==> src/rtl/imm_ext_pkg.sv <==
// Shared definitions for immediate extension.
// Provides the 2-bit extension-mode type and its encodings, used by the
// combinational extender and by any decode logic that selects a mode.
package imm_ext_pkg;

   typedef logic [1:0] imm_mode_t;

   localparam imm_mode_t IMM_SIGN   = 2'b00;  // replicate imm MSB
   localparam imm_mode_t IMM_ZERO   = 2'b01;  // zero-fill upper bits
   localparam imm_mode_t IMM_UPPER  = 2'b10;  // imm in top bits, zero-fill low bits (LUI)
   localparam imm_mode_t IMM_BRANCH = 2'b11;  // sign-extended word offset, scaled by 4

endpackage : imm_ext_pkg

==> src/rtl/imm_ext_core.sv <==
// Pure combinational IN_W -> OUT_W immediate extender.
// Ports:
//   imm_i   [IN_W-1:0]  raw immediate field
//   mode_i  [1:0]       extension mode (imm_ext_pkg encodings)
//   data_o  [OUT_W-1:0] extended result
module imm_ext_core
   import imm_ext_pkg::*;
#(
   parameter int unsigned IN_W  = 16,
   parameter int unsigned OUT_W = 32
) (
   input  logic [IN_W-1:0]  imm_i,
   input  imm_mode_t        mode_i,
   output logic [OUT_W-1:0] data_o
);

   localparam int unsigned E = OUT_W - IN_W;

   if (IN_W < 2) begin : g_bad_in_w
      $error("imm_ext_core: IN_W must be >= 2");
   end
   if (OUT_W < IN_W + 2) begin : g_bad_out_w
      $error("imm_ext_core: OUT_W must be >= IN_W+2");
   end

   logic [OUT_W-1:0] sign_ext;
   logic [OUT_W-1:0] zero_ext;
   logic [OUT_W-1:0] upper_ext;
   logic [OUT_W-1:0] branch_ext;

   assign sign_ext   = {{E{imm_i[IN_W-1]}}, imm_i};
   assign zero_ext   = {{E{1'b0}}, imm_i};
   // {imm, E zeros} is exactly IN_W+E = OUT_W bits wide, so no truncation is needed.
   assign upper_ext  = {imm_i, {E{1'b0}}};
   // Shift drops the top two sign copies; E >= 2 guarantees no value bits are lost.
   assign branch_ext = sign_ext << 2;

   always_comb begin
      data_o = sign_ext;
      unique case (mode_i)
         IMM_SIGN:   data_o = sign_ext;
         IMM_ZERO:   data_o = zero_ext;
         IMM_UPPER:  data_o = upper_ext;
         IMM_BRANCH: data_o = branch_ext;
         default:    data_o = sign_ext;
      endcase
   end

endmodule : imm_ext_core

==> src/rtl/imm_extend_stage.sv <==
// Registered immediate-generation stage for the ID->EX path.
// One pipeline register with valid/ready handshake, stall back-pressure and
// flush; a side-band tag travels alongside the extended immediate.
// Ports:
//   clk, reset                  clock, synchronous active-high reset
//   in_valid/in_ready           input handshake (in_ready is combinational)
//   in_imm, in_mode, in_tag     raw immediate, extension mode, side-band tag
//   flush                       discard held beat and block the incoming one
//   out_valid/out_ready         output handshake
//   out_data, out_tag           registered extended immediate and its tag
module imm_extend_stage
   import imm_ext_pkg::*;
#(
   parameter int unsigned IN_W  = 16,
   parameter int unsigned OUT_W = 32,
   parameter int unsigned TAG_W = 5
) (
   input  logic             clk,
   input  logic             reset,
   input  logic             in_valid,
   output logic             in_ready,
   input  logic [IN_W-1:0]  in_imm,
   input  imm_mode_t        in_mode,
   input  logic [TAG_W-1:0] in_tag,
   input  logic             flush,
   output logic             out_valid,
   input  logic             out_ready,
   output logic [OUT_W-1:0] out_data,
   output logic [TAG_W-1:0] out_tag
);

   logic [OUT_W-1:0] ext_data;
   logic             load;

   logic             valid_q, valid_d;
   logic [OUT_W-1:0] data_q,  data_d;
   logic [TAG_W-1:0] tag_q,   tag_d;

   imm_ext_core #(
      .IN_W  (IN_W),
      .OUT_W (OUT_W)
   ) u_core (
      .imm_i  (in_imm),
      .mode_i (in_mode),
      .data_o (ext_data)
   );

   // Accept when the register is empty or being drained this cycle; flush blocks intake.
   assign in_ready = !flush && (!valid_q || out_ready);
   assign load     = in_valid && in_ready;

   always_comb begin
      valid_d = valid_q;
      data_d  = data_q;
      tag_d   = tag_q;
      if (flush) begin
         valid_d = 1'b0;
      end else if (load) begin
         valid_d = 1'b1;
         data_d  = ext_data;
         tag_d   = in_tag;
      end else if (valid_q && out_ready) begin
         valid_d = 1'b0;
      end
   end

   always_ff @(posedge clk) begin
      if (reset) begin
         valid_q <= 1'b0;
         data_q  <= '0;
         tag_q   <= '0;
      end else begin
         valid_q <= valid_d;
         data_q  <= data_d;
         tag_q   <= tag_d;
      end
   end

   assign out_valid = valid_q;
   assign out_data  = data_q;
   assign out_tag   = tag_q;

endmodule : imm_extend_stage

==> config.mk <==
export PLATFORM = sky130hd
export DESIGN_NAME = imm_extend_stage
export DESIGN_NICKNAME = d
export VERILOG_FILES = /design/src/rtl/imm_ext_pkg.sv /design/src/rtl/imm_ext_core.sv /design/src/rtl/imm_extend_stage.sv
export SDC_FILE = /design/constraint.sdc
export NUM_CORES = 1
export LEC_CHECK = 0
export ABC_CLOCK_PERIOD_IN_PS = 1800
export CAP_MARGIN = 5
export CORE_MARGIN = 3
export CORE_UTILIZATION = 48
export CTS_BUF_LIST = sky130_fd_sc_hd__clkbuf_4 sky130_fd_sc_hd__clkbuf_8
export DETAILED_ROUTE_END_ITERATION = 8
export PLACE_DENSITY = 0.87
export SLEW_MARGIN = 20
export SYNTH_ARGS = -nofsm -noshare
export SYNTH_HDL_FRONTEND = slang
export SYNTH_SLANG_ARGS = --single-unit
==> constraint.sdc <==
create_clock -name clk -period 1.8 [get_ports clk]
set_input_delay 0.27 -clock clk [delete_from_list [all_inputs] [get_ports clk]]
set_output_delay 0.27 -clock clk [all_outputs]
set_load 0.005 [all_outputs]
* Yosys cells after proc, flatten, opt, wreduce, memory -nomap -nowiden *
Cells that the tools add are included.

cells by class
  $add $sub $neg = 0
  multiply operators = 0
  divide/modulo/power cells = 0
  magnitude comparators = 0
  equal/unequal tests = 3
  shift-type cells = 0
  multiplexer cells = 3
  bitwise gates (word level) = 1
  reductions and logical operators = 10

operators with widths
  kind                  number
  $pmux W32 S4          1
  $eq A2 B2 Y1 const B  2
  $logic_and A1 B1 Y1   3
  $eq A2 B1 Y1 const B  1
  $logic_not A1 Y1      2
  $logic_not A2 Y1      1
  $mux W1               2
  $reduce_and A2 Y1     1
  $reduce_bool A2 Y1    1
  $reduce_or A2 Y1      1
  $logic_or A1 B1 Y1    1
  $not A1 Y1            1

storage, ports and cells
  register bits = 38
  latch bits = 0
  memory bits (writable) = 0
  ROM bits = 0
  input bits = 28
  output and inout port bits = 39
  word-level logic and storage cells = 20
  memories kept = 0

* Depth between registers and ports, before layout *
  depth after elaboration = 5
  gate-level depth with buffers = 5
  mapped depth without buffers = 3

* Cells and area by module *
Synthesis repeated with hierarchy kept, for this count alone.

second synthesis, totals
  cell total of the unflattened synthesis = 226
  area, all modules = 2,247.2 µm²

modules (own cells, without submodules)
  module            instances  cells an instance  area each (µm²)  sequential area each (µm²)
  imm_extend_stage  1          166                1,735.4          760.7
  imm_ext_core      1          60                 511.7            0.0

* Worst setup path before layout *
OpenSTA, ideal clock, no wires.

  path type = input port to flip-flop
  start = input port flush
  end = register data_q[10] (netlist: out_data[10])
  library setup time = 0.134 ns
  data arrival time = 1.042 ns
  data required time = 1.666 ns
  setup slack = 0.623 ns
  cell stages on the path = 5
  path buffers = 2
  path through = nand2b_1 -> buf_4 -> nor2_1 -> buf_4 -> a211oi_1

between the ends
  word-level cells in the longest chain between the ends = 4
  elaborated cells between the ends (all ways) = 5
  classes of those cells = bitwise (1); reduce/logical (4)

ends and longest elaborated chain
  item                           RTL line                source
  start: declaration             imm_extend_stage.sv:25  input logic flush,
  $logic_not A1 Y1               imm_extend_stage.sv:49  assign in_ready = !flush && (!valid_q || out_ready);
  $logic_and A1 B1 Y1            imm_extend_stage.sv:49
  $logic_and A1 B1 Y1            imm_extend_stage.sv:50  assign load = in_valid && in_ready;
  $reduce_and A2 Y1 (no line) *  -
  end signal: assignment         imm_extend_stage.sv:74  data_q <= data_d;
  end: declaration               imm_extend_stage.sv:36  logic [OUT_W-1:0] data_q, data_d;

Mark *: on every way between the ends. The rest lies on a longest branch, timed or not.
A chain may end at the register's enable or synchronous reset.

* Worst setup path in the final report *
  start = register data_q[16] (netlist: out_data[16])
  end = output port out_data[16]

RTL lines
  item              RTL line                source
  end: declaration  imm_extend_stage.sv:28  output logic [OUT_W-1:0] out_data,

No word-level cell between the ends.

==> run summary <==
final worst slack: 0.297 ns
Final Hold Violating Endpoints: 0
Critical Path End Type: output pin
final worst path period need: 1.50 ns
global-route wire length before repair: 7490 um
CTS tree: built
DRT Wirelength: 4600 um
fin crit share: 83.5%
cells along the critical path: clkdlybuf4s50_1
Core Box Area: 3390 um2
Boundary Pins: 67
fmax: 666 MHz
Fin Hold WS: 0.473 ns
reg2reg setup slack: 0.48 ns
worst hold path type: in2reg
Final ANT Viol Nets: 0
worst-margin pin slew: 0.400 ns
Cell variety after synth: 26
Worst-Skew Late Latency: 0.36 ns
final core utilization: 73.5%
hold path start: in_tag[2]
Seq cells post-synth: 38
Critical Path Stages: 1
Root Buffer: clkbuf_4
# diodes: 0
top post-synthesis cells by area: dfxtp_1 44%, a21oi_1 15%, a211oi_1 12%, nand2_1 3.7%, nor2b_1 3.3%
DR iter-0 viols: 167
starting utilization of the core area: 50.5%
worst path buffer plus inverter count: 1
gr ovfl total: 0
Final HPWL DP: 3200 um
I/O Buffers: 66
placed cells: 300
gr usage total: 22.6%
synthesized cell area: 1710 um2
Top delay family on crit path: buffers and inverters
critical path peak fanout: 2
Clock transition at path regs: 0.11 ns
Routed WL per cell: 14.9 um
Setup TNS: 0 ns
hold_buf cts: 0
Yosys top cell area share: 44.5%
CTS Buf Count: 5
CP Data Arrival Time: 1.23 ns
Clock Skew: 0.0101 ns
DRC viols: 0
H-tree levels: 2
Seq/Total Area, Yosys: 44.5%
Die H: 65.7 um
Post-Synthesis Cells: 199
dpl ws: 0.0306 ns
nets: 289
syn_nets: 227
Critical Path RT: 1.53 ns
worst reg2reg path depth: 5
max_slew headroom: 73.3%
Resize count post-CTS: 0
initial antenna violation count: 0
max cap viols: 0
CTS Sinks: 38
# rows: 21
WHS Path Cells: 3
Worst VDD drop: 0.483 mV
RSZ-0062 raised after global routing: no
Crit path largest cell delay: 0.51 ns
drt via density: 5.48
Worst path slowest cell: clkdlybuf4s50_1
DIE AREA: 4320 um2
largest area contributor in the netlist: dfxtp_1
die width: 65.7 um
number of global-route vias before repair: 1,589
critical path class: reg2out
Post-CTS Setup Bufs: 0
routability cong.: 0.888
Syn Area/Cell: 8.59 um2
final-report max-slew violation count: 0
Final setup viols: 0
routed vias: 1,688
Yosys Warn Count: 0
pwr dens: 759 nW/um2
clock buffer depth: 2
Layout Cells excl Fill: 308
DR pass1 iterations: 4
Layout area overhead: 45.6%
r2r startpoint: out_valid$_SDFFE_PP0P_
Hold EP: out_tag[2]$_SDFFE_PP0P_
Pleak: 0.000880 uW
CP startpoint kind: flip-flop
worst reg2reg endpoint: out_data[15]$_SDFFE_PP0P_
status: completed
largest net degree at the start of global routing: 39
fraction of layout cells with a size suffix above 1: 8.02%
## how the worst max path moves through the flow
stage,startpoint,to,slack [ns]
floorplan,flush,out_data[10]$_SDFFE_PP0P_,0.62
global placement,out_ready,in_ready,0.03
detailed placement,out_ready,in_ready,0.03
CTS,out_ready,in_ready,0.02
global route,out_data[6]$_SDFFE_PP0P_,out_data[6],0.25
finish,out_data[16]$_SDFFE_PP0P_,out_data[16],0.30
## placed cells by master (no fill, tap or decap), types with 3 or more instances in the layout
cell / n
clkdlybuf4s50_1: 65
a21oi_1: 50
dfxtp_1: 38
a211oi_1: 27
nand2_1: 17
nor2b_1: 8
o21ai_0: 8
buf_4: 7
and2b_1: 6
nand3_1: 5
clkbuf_4: 5
nor2_1: 3
nand2b_1: 3
buf_12: 3
## logic make-up after synthesis
family	Yosys count	synth area share, %
buffers and inverters	22	7.97
xor gates and xnor gates	1	0.512
AOI/OAI and AO/OA	90	32.0
and+or+nand+nor	48	15.1
DFF	38	44.5
## synth_stat cells
cell / count
a211oi_1: 27
a211oi_4: 1
a21o_1: 1
a21oi_1: 50
a311oi_1: 2
and2_1: 1
and2b_1: 6
and2b_2: 1
buf_1: 1
buf_2: 6
buf_4: 6
buf_6: 3
clkbuf_1: 4
clkbuf_2: 1
dfxtp_1: 38
inv_1: 1
nand2_1: 17
nand2b_1: 3
nand3_1: 5
nand4b_1: 2
nor2_1: 3
nor2b_1: 9
nor3_1: 1
o2111ai_1: 1
o21ai_0: 8
xnor2_1: 1
## stage by stage
stage / instance area, um2 / power (uW)
after floorplan: 1710 / 1120
after global placement: 2410 / 1320
after detailed placement: 2410 / 1330
after CTS: 2490 / 1890
after global routing: 2490 / 1970
final: 2490 / 1890
## per-layer routing
layer | up-vias | GRT usage (%) | part of all wire (%)
met5 | - | 0 | 0
met2 | 56 | 35.0 | 49
li1 | 845 | - | -
met4 | 0 | 10.1 | 2.3
met1 | 778 | 30.5 | 44
met3 | 9 | 3.76 | 5.7
## state kept, by name, summed over array words and instances (netlist names)
register and flops:
out_data 32, out_valid 1, out_tag 5
## where the power goes
part	switching, uW	internal (uW)	total (uW)
Sequential	26.7	894	920
Combinational	166	227	393
Clock	290	288	578
## area by class of cell
cell class                      instances  area (um2)
Fill cell                             248         898
Multi-Input combinational cell        139         816
Timing Repair Buffer                   76         776
Sequential cell                        38         761
Tap cell                               46        57.6
Clock inverter                          3        40.0
Clock buffer                            5        37.5
Inverter                                1        3.75
(Power assumes the default switching activity.)
